==> src/rtl/btn_reader.sv <==
// ---------------------------------------------------------------------------
// btn_reader -- eight-channel pushbutton debouncer with press/release events
//
// Each raw button bit is brought into the clock domain by a two-flop
// synchronizer. A per-channel stability counter then debounces it. The
// debounced level toggles after the synchronized bit has disagreed with it
// for DEB_CYCLES consecutive edges. Toggles produce registered one-cycle
// press/release pulses. A running press counter and a "last pressed channel"
// register are derived from the press pulses.
//
// Optional feature macro: BTN_READER_RELEASE_EVT_EN
//   defined   : release_pulse is generated and releases assert any_evt
//   undefined : release_pulse is tied to 8'h00; only presses assert any_evt
//
// Parameters
//   DEB_CYCLES    consecutive stable cycles needed to accept a change (2..255)
//
// Ports
//   clk           single clock, rising edge
//   rst           synchronous active-high reset
//   btn_in[7:0]   raw asynchronous active-high buttons
//   db_level[7:0] debounced level per channel
//   press_pulse   one-cycle pulse per channel on an accepted 0->1
//   release_pulse one-cycle pulse per channel on an accepted 1->0
//   press_count   running count of accepted presses, modulo 256
//   last_btn      lowest index in the most recent non-zero press_pulse
//   any_evt       high in the same cycle as any press/release pulse
// ---------------------------------------------------------------------------
module btn_reader #(
    parameter int DEB_CYCLES = 16
) (
    input  logic       clk,
    input  logic       rst,
    input  logic [7:0] btn_in,
    output logic [7:0] db_level,
    output logic [7:0] press_pulse,
    output logic [7:0] release_pulse,
    output logic [7:0] press_count,
    output logic [2:0] last_btn,
    output logic       any_evt
);

    // A channel is accepted on the edge where its counter already holds
    // DEB_CYCLES-1 and the bit still differs. That edge is the
    // DEB_CYCLES-th consecutive differing edge.
    localparam logic [7:0] DEB_LAST = 8'(DEB_CYCLES - 1);

    logic [7:0] sync1_q, sync2_q;
    logic [7:0] cnt_q [8];
    logic [7:0] cnt_d [8];
    logic [7:0] db_q,      db_d;
    logic [7:0] press_q,   press_d;
    logic [7:0] release_q, release_d;
    logic [7:0] count_q,   count_d;
    logic [2:0] last_q,    last_d;
    logic       any_q,     any_d;
    logic [7:0] toggle;
    logic [7:0] pop;
    logic [2:0] low_idx;

    always_comb begin
        toggle = 8'h00;
        for (int i = 0; i < 8; i++) begin
            cnt_d[i] = cnt_q[i];
            if (sync2_q[i] == db_q[i]) begin
                cnt_d[i] = 8'd0;
            end else if (cnt_q[i] == DEB_LAST) begin
                cnt_d[i]  = 8'd0;
                toggle[i] = 1'b1;
            end else begin
                cnt_d[i] = cnt_q[i] + 8'd1;
            end
        end

        db_d    = db_q ^ toggle;
        press_d = toggle & ~db_q;
`ifdef BTN_READER_RELEASE_EVT_EN
        release_d = toggle & db_q;
`else
        release_d = 8'h00;
`endif
        // Computed from the next-state pulses so any_evt lands in the
        // same cycle as the pulses it reports.
        any_d = (|press_d) | (|release_d);

        // Count and last-index are derived from the registered pulses,
        // so they update on the edge after the pulse is visible.
        pop     = 8'd0;
        low_idx = 3'd0;
        for (int i = 7; i >= 0; i--) begin
            pop = pop + {7'd0, press_q[i]};
            if (press_q[i]) begin
                low_idx = 3'(i);
            end
        end
        count_d = count_q + pop;
        last_d  = (press_q != 8'h00) ? low_idx : last_q;
    end

    always_ff @(posedge clk) begin
        if (rst) begin
            sync1_q   <= 8'h00;
            sync2_q   <= 8'h00;
            for (int i = 0; i < 8; i++) begin
                cnt_q[i] <= 8'd0;
            end
            db_q      <= 8'h00;
            press_q   <= 8'h00;
            release_q <= 8'h00;
            count_q   <= 8'd0;
            last_q    <= 3'd0;
            any_q     <= 1'b0;
        end else begin
            sync1_q   <= btn_in;
            sync2_q   <= sync1_q;
            for (int i = 0; i < 8; i++) begin
                cnt_q[i] <= cnt_d[i];
            end
            db_q      <= db_d;
            press_q   <= press_d;
            release_q <= release_d;
            count_q   <= count_d;
            last_q    <= last_d;
            any_q     <= any_d;
        end
    end

    assign db_level      = db_q;
    assign press_pulse   = press_q;
    assign release_pulse = release_q;
    assign press_count   = count_q;
    assign last_btn      = last_q;
    assign any_evt       = any_q;

endmodule

==> config.mk <==
export PLATFORM = sky130hd
export DESIGN_NAME = btn_reader
export DESIGN_NICKNAME = d
export VERILOG_FILES = /design/src/rtl/btn_reader.sv
export SDC_FILE = /design/constraint.sdc
export NUM_CORES = 1
export LEC_CHECK = 0
export ABC_AREA = 1
export CORE_UTILIZATION = 35
export DETAILED_ROUTE_END_ITERATION = 6
export PLACE_DENSITY = 0.54
export SETUP_SLACK_MARGIN = 0.5
export SLEW_MARGIN = 40
export SYNTH_ARGS = -nofsm -noshare
export SYNTH_HDL_FRONTEND = slang
export SYNTH_SLANG_ARGS = --single-unit
==> constraint.sdc <==
create_clock -name clk -period 3.5 [get_ports clk]
set_input_delay 0.35 -clock clk [delete_from_list [all_inputs] [get_ports clk]]
set_output_delay 0.35 -clock clk [all_outputs]
set_load 0.005 [all_outputs]
==> flow_summary.toml <==
[status]
status = "complete, no violations"

[sta]
fmax_mhz = 329.5
hold_viol = 0
grt_setup_unrepaired = "true"
post-route-period-util = 0.8671
min_period_ns = 3.035
slew_viol_final = 0
holdWs_ns = 0.3999
setup_violations = 0
skew_ns = 0.006686
fin_tns_setup_ns = 0

[global_route]
grt.total_usage = 0.1354
grt-ovfl-total = 0
grt_pass1_vias = 3150
grt_max_degree = 38
grt_pass1_wl_um = 14110
antenna_found_initial = 0

[worst_hold_path]
whs_path_depth = 2
hp-class = "flop to flop"

[power_and_ir_drop]
power_density_mw_per_mm2 = 433.3
p_leak_nw = 2.190
combPwrFrac = 0.020
power_frac_seq = 0.517
peakVddDrop_mv = 0.2068
switching_share = 0.1938
power.internal_mw = 1.943
clkPwrFrac = 0.463
p_sw_uw = 467.1

[floorplan]
core_sq_mm = 0.01272
chipWidth_um = 116.7
ioPinCount = 46
die_y_um = 116.7
std_cell_rows = 41
initial_core_util = 0.3620
die_area_sq_mm = 0.01362

[synthesis]
synth_area_leaders = "dfxtp_1, nor2_1, inv_1"
synth_async_sr_flop_share = 0
ys_warn_count = 0
synth_cells = 575
synth_top_area_share = 0.4694
avgSynthCellArea_sq_um = 8.010
synth_edf_count = 0
syn_area_sq_mm = 0.004606
synth_cell_types = 33
yosysTopAreaCell = "dfxtp_1"
seq_area_frac_synth = 0.4694
ys_seq_elements = 108
synth_ff_type = "dfxtp_1"

[job]
drv_cap = 0

[worst_setup_path]
crit_arrival_ns = 3.28
path_cells = "fa_1 > inv_1 > fa_1 > fa_1 > fa_2 > inv_2 > fa_2 > nand3_2 > nand2_2 > nand2_2 > o21ai_1 > nor2_1"
critPathSlowestCell = "fa_1"
crit_top_cell = "fa_1"
reg2regPathDepth = 12
worstSetupPathType = "flop to flop"
start_kind = "flop"
cp_max_fo = 3
critPathCaptureType = "flop"
cp_slowest_stage_delay_ns = 0.54
cp_data_required_time_ns = 3.74

[cells_and_area]
area_growth_pct = 20.78
most-common-layout-cells = "dfxtp_1, nor2_1, inv_1"
num_antenna_cells = 0
regArea_sq_mm = 0.002166
final_common_cell = "dfxtp_1"
drive_above_1_share = 0.1132
multi_input_area_sq_mm = 0.002121
layout.nets = 652
fillers = 1272

[drt]
drt_iter0_drc = 145
vias = 3531
post_drt_via_cell_ratio = 4.419
postRouteAntennaNets = 0
drc = 0
wl_per_cell_um = 10.33
firstDrtPassIters = 4
finalWirelength_um = 8256

[clocking]
htree_levels = 3
numCtsBuffers = 9
root_buffer = "clkbuf_16"
clk_pin_slew_ns = 0.07
cts.sinks = 108
clk_path_buf_depth = 2
cts_tree = "done"
insertion_delay_ns = 0.34

[place]
port_buffers = 37
dpl.hpwl_um = 6003
gp_congestion = 0.7558
[through the flow]
step             util  area, sq um  setup slack (ns)  power, mW  std cells
5_1_grt        0.4373         5563            0.3374      2.522        799
3_5_place_dp   0.4041         5141            0.3208      1.323        779
3_3_place_gp   0.4041         5141            0.4427      1.322        779
6_report       0.4373         5563            0.4650      2.410        799
4_1_cts        0.4314         5488            0.4287      2.461        795
2_1_floorplan       -         4632            0.5414      1.310        582
[critical path: cells and delay by family (launching register included)]
kind,cells,cell delay [ns]
and+or+nand+nor,4,0.30
AOI/OAI and AO/OA,1,0.13
DFF,1,0.35
buffers and inverters,2,0.13
adders and majority gates,5,2.03
[worst paths after layout]
| path | start | end | slack (ns) |
|---|---|---|---|
| hold / removal | sync1_q[7] | sync2_q[7] | 0.40 |
| hold reg to reg | sync1_q[7] | sync2_q[7] | 0.40 |
| setup / recovery | press_pulse[0] | press_count[6] | 0.46 |
| setup reg to reg | press_pulse[0] | press_count[6] | 0.46 |
[per-layer routing]
| metal | part of all wire | wire length [um] | track usage | up-vias |
|---|---|---|---|---|
| met5 | 0 | 0 | 0 | - |
| met4 | 0.023 | 192 | 0.07595 | 0 |
| met3 | 0.037 | 309 | 0.03217 | 13 |
| met2 | 0.44 | 3672 | 0.2158 | 51 |
| met1 | 0.49 | 4081 | 0.1684 | 1583 |
| li1 | - | - | - | 1884 |
[synth_stat cells (2+ instances only)]
cell	number
inv_2	2
nor2_2	14
ha_1	15
xnor2_1	5
inv_1	82
nor3_1	19
xor2_1	19
fa_1	5
nand2_2	3
nor3b_1	8
or2_2	4
nand3_1	25
o21ai_0	9
nand2_1	81
a21oi_1	34
dfxtp_1	108
buf_4	9
nor2_1	102
nand3_2	10
nand4_1	6
clkbuf_1	3
[final cells by class]
type,instances,area share
Tap cell,172,0.03869
Multi-Input combinational cell,377,0.3812
Sequential cell,108,0.3893
Inverter,84,0.05668
Clock inverter,3,0.01215
Timing Repair Buffer,42,0.07332
Clock buffer,13,0.04858
[flip-flops by register name, summed over array words and instances, names as in the netlist, named ones only]
| name | flops |
|---|---|
| any_evt | 1 |
| sync1_q | 8 |
| press_pulse | 8 |
| press_count | 8 |
| sync2_q | 8 |
| last_btn | 3 |
| cnt_q | 64 |
[cell families after synthesis]
family                     count (synthesis)  share of synthesized area
AOI/OAI and AO/OA                         47                    0.05406
xor gates and xnor gates                  24                    0.04564
buffers and inverters                     97                    0.08666
DFF                                      108                     0.4694
adders and majority gates                 20                    0.06248
and+or+nand+nor                          278                     0.2809
other                                      1                  0.0008142
[what timing repair did]
action	in CTS	in global routing
endpoints found under the setup margin	3	5
resized for setup	6	14
pin swaps	1	7
buffers inserted	0	4
hold buffers	0	0
[power by group through the flow]
stage | sequential (mW) | combinational, mW | clock [mW]
4_1_cts | 1.25 | 0.0486 | 1.17
3_3_place_gp | 1.27 | 0.0475 | 0
6_report | 1.25 | 0.0477 | 1.12
5_1_grt | 1.25 | 0.0548 | 1.22
2_1_floorplan | 1.27 | 0.0365 | 0
3_5_place_dp | 1.27 | 0.0486 | 0
(Power assumes the default switching activity.)
==> RTL edit 1, RTL diff (same settings) <==
Make the reset (`rst`) asynchronous in one clocked block. Comments in the files are not updated.
--- a/src/rtl/btn_reader.sv
+++ b/src/rtl/btn_reader.sv
@@ -97,7 +97,7 @@
         last_d  = (press_q != 8'h00) ? low_idx : last_q;
     end
 
-    always_ff @(posedge clk) begin
+    always_ff @(posedge clk or posedge rst) begin
         if (rst) begin
             sync1_q   <= 8'h00;
             sync2_q   <= 8'h00;
Function: no difference found for any inputs over 10 cycles, from zero or initial values and one cycle with rst high; that may be too few to reach the edited logic, so the function may still have changed.
==> RTL edit 1 against the original RTL <==
- area after synthesis is 8.6% higher
- worst setup slack worse by 62 ps
- sequential share of layout area is 6.8 points higher
- largest cell class unchanged
- global-route usage is 0.71 points higher
- sequential cell count stayed put
- cell count is 0.25% higher
- wire length is 13% higher
- final area is 6.3% higher
Power is not compared: it rests on default switching activity, and its combinational part moved more than twofold at a synthesized area within 25%.
==> RTL edit 1: results <==
[clocking]
clk_pin_slew_worst_paths_ps = 70
clock_latency_ps = 360
cts_buffers = 9
cts_buffer_depth = 2
root_buffer = clkbuf_16
cts.htree.levels = 3
cts-resized-gates = 0
cts_setup_buffers = 1

[layout]
nFillCells = 1368
final_layout_size_suffix_gt1_share_pct = 6.12
antennaDiodeCount = 0
final_util_pct = 42.4
largest_reg_flops = 64
layout.nets = 646
top_register = cnt_q

[synth]
seq_area_frac_synth_pct = 54.0
synth_compound_area_share_pct = 4.63
syn_area_per_cell_um2 = 8.85
synthAdderAreaFrac_pct = 5.75
synth_warnings = 0
synth_commonest_cells = dfrtp_1, inv_1, nand2_1
async_reset_ff_share_pct = 100
yosysUniqueCellTypes = 24
synthXorXnorAreaFrac_pct = 4.20
synthTopCellsByArea = dfrtp_1, inv_1, nand2_1
synth_mux_area_share_pct = 0
synth-main-ff-cell = dfrtp_1

[detailed_routing]
dr_total_vias = 3587
wl_per_cell_um = 11.7
dr.first_iter.drc_count = 199
firstDrtPassIters = 4
vias_per_cell = 4.48

[power_and_ir_drop]
p_leak_nw = 2.91
ir_drop_mv = 0.305
intPower_w = 0.00186

[place]
pre_cts_ws_ps = 366
finalWeightedCongestion = 0.831
port_buffers = 37
placed_area_mm2 = 0.00560
placed_cells = 783
dp.final_hpwl_um = 6940

[grt]
grt_usage_pct = 14.3
grt_max_degree = 58
grt_pass1_wl_um = 16100
grt_antenna_before_repair = 0

[setup_path]
cp.arrival_ps = 3380
critical_path.top_delay_family = adder cells
critPathMaxStageDelay_ps = 540
crit_path_top_delay_cell = fa_1
cp_max_fo = 2

[timing]
slew_headroom_pct = 65.2
fin_skew_ps = 7.23

[worst_hold_path]
hold_path.class = in2async

[outcome]
status = finished clean
## RTL edit 1: changes by cell type after synthesis, sizes merged, moves of 3 or more
cell	change
dfrtp	+108
dfxtp	-108
nor2	-18
a21oi	-15
inv	+13
nand2	+12
o21ai	+11
nand3	-9
nand4	+6
nor3b	-6
xnor2	+6
xor2	-6
clkbuf	-3
## RTL edit 1: per-layer routing
metal | vias to the layer above | GRT usage, % | share of wire [%]
met4 | 0 | 6.02 | 1.9
li1 | 1847 | - | -
met3 | 12 | 5.24 | 5.1
met1 | 1689 | 16.8 | 46
met2 | 39 | 23.4 | 47
met5 | - | 0 | 0
## RTL edit 1: worst paths after layout
kind	start	to	slack (ps)	depth (start not counted)
max	press_pulse[0]$_DFF_PP0_	press_count[6]$_DFF_PP0_	400	12
min	rst	cnt_q[34]$_DFF_PP0_	340	2
max reg2reg	press_pulse[0]$_DFF_PP0_	press_count[6]$_DFF_PP0_	400	12
min reg2reg	sync1_q[3]$_DFF_PP0_	sync2_q[3]$_DFF_PP0_	350	0
max in group asynchronous	rst	cnt_q[40]$_DFF_PP0_	2400	3
min in group clk	sync1_q[3]$_DFF_PP0_	sync2_q[3]$_DFF_PP0_	350	0
## RTL edit 1: power by group through the flow
stage	sequential (W)	combinational, W	clock [W]
floorplan	0.00132	0.0000773	0
global placement	0.00132	0.000102	0
detailed placement	0.00133	0.000104	0
CTS	0.00130	0.000105	0.00101
global route	0.00131	0.000120	0.00106
finish	0.00130	0.000101	0.000975
## RTL edit 1: layout make-up
| cell class | instances | share of cell area, % |
|---|---|---|
| Multi-Input combinational cell | 359 | 32.5 |
| Tap cell | 180 | 3.81 |
| Clock buffer | 15 | 4.70 |
| Timing Repair Buffer | 41 | 6.99 |
| Clock inverter | 1 | 0.0847 |
| Sequential cell | 108 | 45.7 |
| Inverter | 97 | 6.22 |
==> RTL edit 2, RTL diff (same settings) <==
Made on the original files. Add a define of `BTN_READER_RELEASE_EVT_EN`.
--- a/src/rtl/btn_reader.sv
+++ b/src/rtl/btn_reader.sv
@@ -26,6 +26,8 @@
 //   last_btn      lowest index in the most recent non-zero press_pulse
 //   any_evt       high in the same cycle as any press/release pulse
 // ---------------------------------------------------------------------------
+`define BTN_READER_RELEASE_EVT_EN
+
 module btn_reader #(
     parameter int DEB_CYCLES = 16
 ) (
Behaviour: same outputs for any inputs over 10 cycles, from zero or initial values and one cycle with rst high; that may be too few to reach the edited logic, so the function may still have changed.
==> RTL edit 2 against the original RTL <==
- final area grew 10%
- wire length grew 12%
- sequential cell count grew 8
- worst setup slack gained 3.2 ps
- cell count grew 6.5%
- via count grew 8.0%
- area after synthesis grew 5.4%
- total power grew 29%
- largest power group is now the clock network
==> RTL edit 2: results <==
[outcome]
status = finished clean

[grt]
grt_antenna_before_repair = 0
grt_usage_pct = 14.1
grt_max_degree = 40
grt_pass1_vias = 3817
grt_pass1_wl_um = 16200

[setup_path]
r2r_slack_ps = 470
r2r_cells = 12
critPathMaxStageDelay_ps = 530
critical_path.top_delay_family = adder cells
cp.arrival_ps = 3330
crit_path_top_delay_cell = fa_1
cp_max_fo = 3

[timing]
worst_slew_pin_slew_ps = 482
whs_ps = 397
fin_skew_ps = 6.60

[clocking]
clk_pin_slew_worst_paths_ps = 60
cts_buffer_depth = 2
clock_latency_ps = 410
cts.htree.levels = 4
cts_buffers = 17
root_buffer = clkbuf_16

[power_and_ir_drop]
p_leak_nw = 2.49
ir_drop_mv = 0.326

[synth]
async_reset_ff_share_pct = 0
seq_area_frac_synth_pct = 47.8
synthTopCellsByArea = dfxtp_1, nor2_1, inv_1
synth_commonest_cells = nor2_1, dfxtp_1, inv_1
synth_warnings = 0
synth-main-ff-cell = dfxtp_1
yosysUniqueCellTypes = 38
synth_nets = 632

[place]
finalWeightedCongestion = 0.768
port_buffers = 45
dp.final_hpwl_um = 6720

[layout]
layout.nets = 693
nFillCells = 1294
top_register = cnt_q
antennaDiodeCount = 0
final_layout_size_suffix_gt1_share_pct = 12.1
largest_reg_flops = 64

[worst_hold_path]
min_path_cells = 2
hold_path.class = reg2reg

[detailed_routing]
vias_per_cell = 4.48
dr.first_iter.drc_count = 231
firstDrtPassIters = 4
wl_per_cell_um = 10.9
-- RTL edit 2: power by group --
group	switching, W	internal (W)
logic	0.0000328	0.0000200
clock network	0.000585	0.00112
registers	0.00000621	0.00133
-- RTL edit 2: cells by family after synthesis --
| logic type | synth area share [%] |
|---|---|
| adders and majority gates | 5.93 |
| and+or+nand+nor | 27.7 |
| xor gates and xnor gates | 3.79 |
| DFF | 47.8 |
| buffers and inverters | 7.81 |
| AOI/OAI and AO/OA | 6.98 |
-- RTL edit 2: worst paths after layout --
| kind | from | to |
|---|---|---|
| max | press_pulse[0]$_SDFF_PP0_ | press_count[6]$_SDFF_PP0_ |
| min | sync1_q[5]$_SDFF_PP0_ | sync2_q[5]$_SDFF_PP0_ |
| max reg2reg | press_pulse[0]$_SDFF_PP0_ | press_count[6]$_SDFF_PP0_ |
| min reg2reg | sync1_q[5]$_SDFF_PP0_ | sync2_q[5]$_SDFF_PP0_ |
-- RTL edit 2: repair_timing --
action / in CTS / in global routing
hold buffers: 0 / 0
setup endpoints to repair: 2 / 5
gates resized for setup: 6 / 11
pin swaps: 1 / 4
setup buffers: 0 / 2
-- RTL edit 2: per-layer routing --
metal	part of all wire [%]	wire length (µm)	global-route usage, %
met1	48	4440	16.6
met5	0	0	0
met4	1.5	138	5.94
met2	47	4360	23.7
met3	3.6	338	4.09
-- RTL edit 2: worst min-delay path: stages, from the launching register on --
cell and delay (ps):
dfxtp_1 290, inv_1 40, nor2_1 30
-- RTL edit 2: area by class of cell --
| cell class | count | area (µm²) | share of cell area [%] |
|---|---|---|---|
| flip-flops and latches | 116 | 2330 | 38.0 |
| multi-input cells | 387 | 2180 | 35.6 |
| repair buffers | 48 | 473 | 7.71 |
| clock buffers | 20 | 447 | 7.28 |
| inverters | 93 | 349 | 5.69 |
| well taps | 176 | 220 | 3.59 |
| clock inverters | 11 | 135 | 2.20 |
-- RTL edit 2: through the flow --
step	util [%]	total power [W]	setup slack, ps	instances	instance area, µm²
after floorplan	-	0.00140	531	602	4850
after global placement	41.1	0.00142	450	818	5500
after detailed placement	41.1	0.00142	363	818	5500
after CTS	45.5	0.00314	460	849	6090
after global routing	45.8	0.00321	340	851	6130
final	45.8	0.00310	468	851	6130
